**config.mk**
```make
export PLATFORM = sky130hd
export DESIGN_NAME = vline_fill_flat
export DESIGN_NICKNAME = d
export VERILOG_FILES = /design/src/rtl/vga_pkg.sv /design/src/rtl/vline_fill_if.sv /design/src/rtl/vline_color_sel.sv /design/src/rtl/vline_fill.sv /design/src/flat_wrapper.sv
export SDC_FILE = /design/constraint.sdc
export NUM_CORES = 1
export LEC_CHECK = 0
export ABC_AREA = 1
export ABC_CLOCK_PERIOD_IN_PS = 3400
export BUFFER_PORTS_ARGS = -buffer_cell sky130_fd_sc_hd__buf_2
export CAP_MARGIN = 20
export CORE_MARGIN = 2
export CORE_UTILIZATION = 40
export DETAILED_ROUTE_END_ITERATION = 7
export MAX_ROUTING_LAYER = met4
export PLACE_DENSITY = 0.58
export SLEW_MARGIN = 20
export SYNTH_ARGS = -nofsm -noshare
export SYNTH_HDL_FRONTEND = slang
export SYNTH_SLANG_ARGS = --single-unit
export TNS_END_PERCENT = 10
```
**constraint.sdc**
```tcl
create_clock -name clk -period 3.4 [get_ports clk]
set_clock_uncertainty 0.2 [all_clocks]
set_input_delay 0.17 -clock clk [delete_from_list [all_inputs] [get_ports clk]]
set_output_delay 0.17 -clock clk [all_outputs]
set_load 0.05 [all_outputs]
```
**src/rtl/vga_pkg.sv**
```systemverilog
// vga_pkg: shared framebuffer geometry, pixel and column-fill command types
package vga_pkg;
    localparam int FB_WIDTH  = 320;
    localparam int FB_HEIGHT = 200;
    localparam int ADDR_W    = 17;
    localparam int COLOR_W   = 8;

    typedef logic [COLOR_W-1:0] pixel_t;

    typedef struct packed {
        logic [8:0] x;
        logic [7:0] top;
        logic [7:0] bot;
        pixel_t     ceil;
        pixel_t     wall;
        pixel_t     floor;
    } fill_cmd_t;

    typedef enum logic [1:0] {IDLE, FILL, DONE} fill_state_t;
endpackage

```
**src/rtl/vline_fill_if.sv**
```systemverilog
// vline_fill_if: command handshake, framebuffer write bus and status of the column filler
// master: MCU / framebuffer side (drives cmd_*, fb_ready)
// slave:  fill engine side (drives cmd_ready, fb_we/addr/data, busy, done)
interface vline_fill_if;
    import vga_pkg::*;
    logic              cmd_valid;
    logic              cmd_ready;
    logic [8:0]        cmd_x;
    logic [7:0]        cmd_top;
    logic [7:0]        cmd_bot;
    pixel_t            cmd_ceil;
    pixel_t            cmd_wall;
    pixel_t            cmd_floor;
    logic              fb_we;
    logic [ADDR_W-1:0] fb_addr;
    pixel_t            fb_data;
    logic              fb_ready;
    logic              busy;
    logic              done;

    modport master (
        output cmd_valid, cmd_x, cmd_top, cmd_bot, cmd_ceil, cmd_wall, cmd_floor, fb_ready,
        input  cmd_ready, fb_we, fb_addr, fb_data, busy, done
    );

    modport slave (
        input  cmd_valid, cmd_x, cmd_top, cmd_bot, cmd_ceil, cmd_wall, cmd_floor, fb_ready,
        output cmd_ready, fb_we, fb_addr, fb_data, busy, done
    );
endinterface

```
**src/rtl/vline_color_sel.sv**
```systemverilog
// vline_color_sel: picks ceiling, wall or floor colour for row y
// Ports: y, top, bot (unsigned rows); ceil, wall, floor colours in; color out.
// Ceiling is tested first, so top > bot yields ceiling then floor with no wall.
module vline_color_sel
    import vga_pkg::*;
(
    input  logic [7:0] y,
    input  logic [7:0] top,
    input  logic [7:0] bot,
    input  pixel_t     ceil,
    input  pixel_t     wall,
    input  pixel_t     floor,
    output pixel_t     color
);
    assign color = (y < top) ? ceil : (y > bot) ? floor : wall;
endmodule

```
**src/rtl/vline_fill.sv**
```systemverilog
// vline_fill: column-fill engine emitting one framebuffer byte write per row
// Ports: clk, reset (synchronous, active high); bus (slave modport):
//   cmd_valid/cmd_ready + cmd_* fields accept one column command in IDLE,
//   fb_we/fb_addr/fb_data write one pixel per row, held while fb_ready is low,
//   busy while not IDLE, done pulses one cycle when the column is finished.
module vline_fill
    import vga_pkg::*;
(
    input logic         clk,
    input logic         reset,
    vline_fill_if.slave bus
);
    fill_state_t state;
    fill_cmd_t   in_cmd;
    logic        accept;
    logic [7:0]  y, top, bot, sel_y, sel_top, sel_bot;
    pixel_t      ceil_c, wall_c, floor_c, sel_ceil, sel_wall, sel_floor, color;

    assign in_cmd = '{x: bus.cmd_x, top: bus.cmd_top, bot: bus.cmd_bot,
                      ceil: bus.cmd_ceil, wall: bus.cmd_wall, floor: bus.cmd_floor};
    assign accept = bus.cmd_valid && bus.cmd_ready;

    // The selector always looks one row ahead of the registered output: row 0 of the
    // incoming command while IDLE, row y+1 of the latched command while filling.
    assign sel_y     = (state == IDLE) ? 8'd0 : y + 8'd1;
    assign sel_top   = (state == IDLE) ? in_cmd.top : top;
    assign sel_bot   = (state == IDLE) ? in_cmd.bot : bot;
    assign sel_ceil  = (state == IDLE) ? in_cmd.ceil : ceil_c;
    assign sel_wall  = (state == IDLE) ? in_cmd.wall : wall_c;
    assign sel_floor = (state == IDLE) ? in_cmd.floor : floor_c;

    vline_color_sel u_sel (
        .y     (sel_y),
        .top   (sel_top),
        .bot   (sel_bot),
        .ceil  (sel_ceil),
        .wall  (sel_wall),
        .floor (sel_floor),
        .color (color)
    );

    always_ff @(posedge clk) begin
        if (reset) begin
            state         <= IDLE;
            y             <= '0;
            bus.fb_we     <= 1'b0;
            bus.fb_addr   <= '0;
            bus.fb_data   <= '0;
            bus.done      <= 1'b0;
            bus.busy      <= 1'b0;
            bus.cmd_ready <= 1'b1;
        end else begin
            bus.done <= 1'b0;
            case (state)
                IDLE: if (accept) begin
                    top           <= in_cmd.top;
                    bot           <= in_cmd.bot;
                    ceil_c        <= in_cmd.ceil;
                    wall_c        <= in_cmd.wall;
                    floor_c       <= in_cmd.floor;
                    y             <= '0;
                    bus.cmd_ready <= 1'b0;
                    bus.busy      <= 1'b1;
                    if (in_cmd.x >= 9'(FB_WIDTH)) begin
                        state    <= DONE;
                        bus.done <= 1'b1;
                    end else begin
                        state       <= FILL;
                        bus.fb_we   <= 1'b1;
                        bus.fb_addr <= ADDR_W'(in_cmd.x);
                        bus.fb_data <= color;
                    end
                end
                // Without fb_ready nothing changes, so the write is held stable.
                FILL: if (bus.fb_ready) begin
                    if (y == 8'(FB_HEIGHT - 1)) begin
                        state     <= DONE;
                        bus.fb_we <= 1'b0;
                        bus.done  <= 1'b1;
                    end else begin
                        y           <= y + 8'd1;
                        bus.fb_addr <= bus.fb_addr + ADDR_W'(FB_WIDTH);
                        bus.fb_data <= color;
                    end
                end
                DONE: begin
                    state         <= IDLE;
                    bus.busy      <= 1'b0;
                    bus.cmd_ready <= 1'b1;
                end
                default: state <= IDLE;
            endcase
        end
    end
endmodule

```
**src/flat_wrapper.sv**
```systemverilog
// flat-port wrapper written by rule: the top's interface ports become plain ports
module vline_fill_flat import vga_pkg::*;
  (clk, reset, bus_cmd_valid, bus_cmd_x, bus_cmd_top, bus_cmd_bot, bus_cmd_ceil, bus_cmd_wall, bus_cmd_floor, bus_fb_ready, bus_cmd_ready, bus_fb_we, bus_fb_addr, bus_fb_data, bus_busy, bus_done);
  vline_fill_if bus_i ();
  input logic clk;
  input logic reset;
  input wire logic [$bits(bus_i.cmd_valid)-1:0] bus_cmd_valid;
  input wire logic [$bits(bus_i.cmd_x)-1:0] bus_cmd_x;
  input wire logic [$bits(bus_i.cmd_top)-1:0] bus_cmd_top;
  input wire logic [$bits(bus_i.cmd_bot)-1:0] bus_cmd_bot;
  input wire logic [$bits(bus_i.cmd_ceil)-1:0] bus_cmd_ceil;
  input wire logic [$bits(bus_i.cmd_wall)-1:0] bus_cmd_wall;
  input wire logic [$bits(bus_i.cmd_floor)-1:0] bus_cmd_floor;
  input wire logic [$bits(bus_i.fb_ready)-1:0] bus_fb_ready;
  output wire logic [$bits(bus_i.cmd_ready)-1:0] bus_cmd_ready;
  output wire logic [$bits(bus_i.fb_we)-1:0] bus_fb_we;
  output wire logic [$bits(bus_i.fb_addr)-1:0] bus_fb_addr;
  output wire logic [$bits(bus_i.fb_data)-1:0] bus_fb_data;
  output wire logic [$bits(bus_i.busy)-1:0] bus_busy;
  output wire logic [$bits(bus_i.done)-1:0] bus_done;
  assign bus_i.cmd_valid = bus_cmd_valid;
  assign bus_i.cmd_x = bus_cmd_x;
  assign bus_i.cmd_top = bus_cmd_top;
  assign bus_i.cmd_bot = bus_cmd_bot;
  assign bus_i.cmd_ceil = bus_cmd_ceil;
  assign bus_i.cmd_wall = bus_cmd_wall;
  assign bus_i.cmd_floor = bus_cmd_floor;
  assign bus_i.fb_ready = bus_fb_ready;
  assign bus_cmd_ready = bus_i.cmd_ready;
  assign bus_fb_we = bus_i.fb_we;
  assign bus_fb_addr = bus_i.fb_addr;
  assign bus_fb_data = bus_i.fb_data;
  assign bus_busy = bus_i.busy;
  assign bus_done = bus_i.done;
  vline_fill u_core (.clk(clk), .reset(reset), .bus(bus_i));
endmodule
```
==> results.sh <==
export IMPL_outcome="complete, no violations"
export IMPL_fin_crit_sh_pct=85.60
export IMPL_drive_gt1_share_pct=18.48
export IMPL_end_kind="flop"
export IMPL_power_switching_w=0.0009347
export IMPL_synth_cell_type_count=35
export IMPL_wl_per_cell_um=12.79
export IMPL_ys_seq_area_share_pct=47.85
export IMPL_syn_nets=579
export IMPL_fin_crit_ns=2.910
export IMPL_synth_xor_area_share_pct=1.057
export IMPL_grt_pass1_vias=3613
export IMPL_synth_common_cells="nand2_1, edfxtp_1, inv_1"
export IMPL_num_fill_cells=994
export IMPL_cpPeakStageDelay_ns=0.38
export IMPL_cp_slowest_cell="dfxtp_1"
export IMPL_io_buffers=81
export IMPL_grt_overflow=0
export IMPL_ant_nets=0
export IMPL_die_h_um=105.8
export IMPL_grt_use_total_pct=19.19
export IMPL_antenna_found_initial=0
export IMPL_clock_fmax_mhz=343.6
export IMPL_clock_sinks=79
export IMPL_rsz0062_at_grt="no"
export IMPL_ys_ff_latch=79
export IMPL_grt_pass1_wl_mm=16.77
export IMPL_synthAdderAreaFrac_pct=5.136
export IMPL_ctsHtreeMaxLevel=3
export IMPL_insertion_delay_ns=0.35
export IMPL_path_common_cell="nand2_1"
export IMPL_start_util_pct=40.66
export IMPL_yosysTopAreaCell="edfxtp_1"
export IMPL_async_reset_ff_share_pct=0
export IMPL_clkPwrFrac_pct=26.3
export IMPL_synth_simple_area_share_pct=28.79
export IMPL_cts_resized=0
export IMPL_finalNetCount=709
export IMPL_switching_share_pct=35.93
export IMPL_initialDrtViolationCount=194
export IMPL_yosysMostFrequentCell="nand2_1"
export IMPL_yosys_warnings=0
export IMPL_fp_dieArea_um2=11180
export IMPL_netlist_area_leader_share_pct=29.00
export IMPL_hold_viol_final=0
export IMPL_synth_area_leaders="edfxtp_1, dfxtp_1, nand2_1, ha_1, nand3_1"
export IMPL_synth_edf_count=40
export IMPL_via_per_inst=4.753
export IMPL_diodes=0
export IMPL_drv_cap=0
export IMPL_ir_worst_vdd_mv=0.3020
export IMPL_ys_flop_type="edfxtp_1"
export IMPL_critPathMaxFanout=9
export IMPL_num_vias=3707
export IMPL_die_w_um=105.8
export IMPL_critPathKind="flop to flop"
export IMPL_hp_class="input port to flop"
export IMPL_synth_top_family_by_area="simple AND/OR/NAND/NOR gates"
export IMPL_crit_required_ns=3.51
export IMPL_intPower_w=0.001667
export IMPL_drv_slew=0
export IMPL_place_ws_ns=0.3743
export IMPL_synth_compound_area_share_pct=7.885
export IMPL_p_per_area_nw_per_um2=485.5
export IMPL_worst_pin_slew_ns=0.7534
export IMPL_fin_ws_ns=0.4897
export IMPL_dpl_hpwl_mm=6.943
export IMPL_cts_buffer_depth=2
export IMPL_gp_congestion=0.8212
export IMPL_start_kind="flop"
export IMPL_muxShareOfSynthArea_pct=3.384
export IMPL_cts_root_buf="clkbuf_8"
export IMPL_cts_tree="yes"
export IMPL_tns_ns=0
export IMPL_setup_viol=0
export IMPL_wl_mm=9.975
export IMPL_grt_max_degree=41
export IMPL_syn_to_final_growth_pct=29.40
export IMPL_max_slew_margin_pct=49.72
export IMPL_clk_pin_slew_worst_paths_ns=0.09
export IMPL_io_pins=82
export IMPL_cts_made_buffers=9
export IMPL_syn_instance_count=509
export IMPL_synth_area_um2=4141
export IMPL_power_leakage_nw=2.563
export IMPL_arrival_ns=3.02
export IMPL_core_area_um2=10180
export IMPL_crit_chain="nand3_1, inv_1, nand4_1, nor2_1, xor2_1, and2_1, ha_1, nand2_1, nor2_1, nand4_1, nand2_1, nand2_1, nand2_1, nand2_1, nand3_1, nand2_1, inv_1"
export IMPL_drc=0
export IMPL_syn_avg_cell_area_um2=8.136
export IMPL_p_comb_share_pct=30.0
export IMPL_rows=37
export IMPL_seq_power_share_pct=43.7
export IMPL_drtPass1Iterations=5
==> final cells by class <==
class / count / area (µm²) / area share [%]
Clock buffer: 11 / 162.7 / 3.035
Inverter: 41 / 153.9 / 2.872
Clock inverter: 5 / 27.53 / 0.5137
Tap cell: 136 / 170.2 / 3.175
Multi-Input combinational cell: 374 / 1937 / 36.14
Timing Repair Buffer: 134 / 925.9 / 17.28
Sequential cell: 79 / 1982 / 36.98
==> critical path: cells and delay by family, from the launching register on <==
family	cells	cell delay, ns
flip-flops	1	0.38
buffers and inverters	2	0.14
adder cells (fa/ha/maj)	1	0.17
XOR/XNOR	1	0.21
AND/OR/NAND/NOR	13	1.75
==> cell families (layout without fill, tap and decap cells) <==
logic type               Yosys count  after routing
AND/OR/NAND/NOR                  281            282
XOR/XNOR                           5              5
multiplexers                      14             14
buffers and inverters             57            191
AO/OA/AOI/OAI                     56             56
flip-flops                        79             79
adder cells (fa/ha/maj)           17             17
==> path summary, 6_finish.rpt <==
kind | from | endpoint | slack, ns | cells after the start
max reg2reg | u_core.y[2] | u_core.bus.fb_data[3] | 0.49 | 17
min reg2reg | u_core.bus.fb_addr[0] | u_core.bus.fb_addr[0] | 0.27 | 2
max | u_core.y[2] | u_core.bus.fb_data[3] | 0.49 | 17
min | bus_cmd_x[6] | u_core.bus.fb_addr[6] | 0.03 | 5
==> power groups by stage <==
stage	combinational (W)	sequential (W)	clock [W]
after floorplan	0.000409	0.00130	0
after global placement	0.000736	0.00115	0
after detailed placement	0.000739	0.00116	0
after CTS	0.000784	0.00114	0.000702
after global routing	0.000866	0.00115	0.000745
final	0.000780	0.00114	0.000685
==> sequential cells by signal (all words and copies together), names as in the netlist <==
register,count
u_core.bus.fb_data,8
u_core.floor_c,8
u_core.bus.busy,1
u_core.bus.cmd_ready,1
u_core.wall_c,8
u_core.bus.done,1
u_core.y,8
u_core.bot,8
u_core.top,8
u_core.ceil_c,8
u_core.bus.fb_we,1
u_core.state,2
u_core.bus.fb_addr,17
==> layer usage <==
layer	GRT usage (%)	vias up	wire length (µm)
met5	-	-	0
met4	6.861	0	155
met3	2.536	12	350
met2	31.47	70	4713
met1	24.42	1682	4755
li1	-	1943	-
==> layout by cell type, fill, tap and decap left out, types with 2 or more instances in the layout <==
cell type      netlist  routed
nor2_4               1       3
nand2_2              2       2
or2_2                3       3
nor2_1              27      25
ha_1                17      17
clkbuf_8             0      10
buf_2                9      81
nor4_1               2       2
edfxtp_1            40      40
a21oi_1             26      26
o21ai_0             12      12
nor3_1               3       3
nand3_1             38      38
o21a_1              10      10
dfxtp_1             39      39
nand2_4              2       2
buf_4                1       4
clkinv_2             0       3
xor2_1               5       5
inv_4                0       2
nor2_2               4       5
nand4_1             10      10
nand2_1            185     185
a31oi_1              3       3
mux2i_1             14      14
dlygate4sd3_1        0      49
inv_1               40      40
==> metrics by stage <==
| step | area [µm²] | power (W) | hold slack (ns) | instances | utilization (%) |
|---|---|---|---|---|---|
| floorplan | 4141 | 0.001713 | 0.03907 | 509 | - |
| global placement | 4672 | 0.001890 | 0.1623 | 714 | 45.87 |
| detailed placement | 4672 | 0.001896 | 0.1658 | 714 | 45.87 |
| CTS | 5353 | 0.002621 | 0.01410 | 779 | 52.56 |
| global route | 5359 | 0.002758 | 0.08531 | 780 | 52.62 |
| finish | 5359 | 0.002602 | 0.03202 | 780 | 52.62 |
==> timing repair <==
action                                  CTS  global route
setup buffers                             0             0
endpoints found under the setup margin    0             5
hold buffers                             49             0
endpoints found under the hold margin    49             0
No activity file was read; power rests on OpenSTA's default activity.
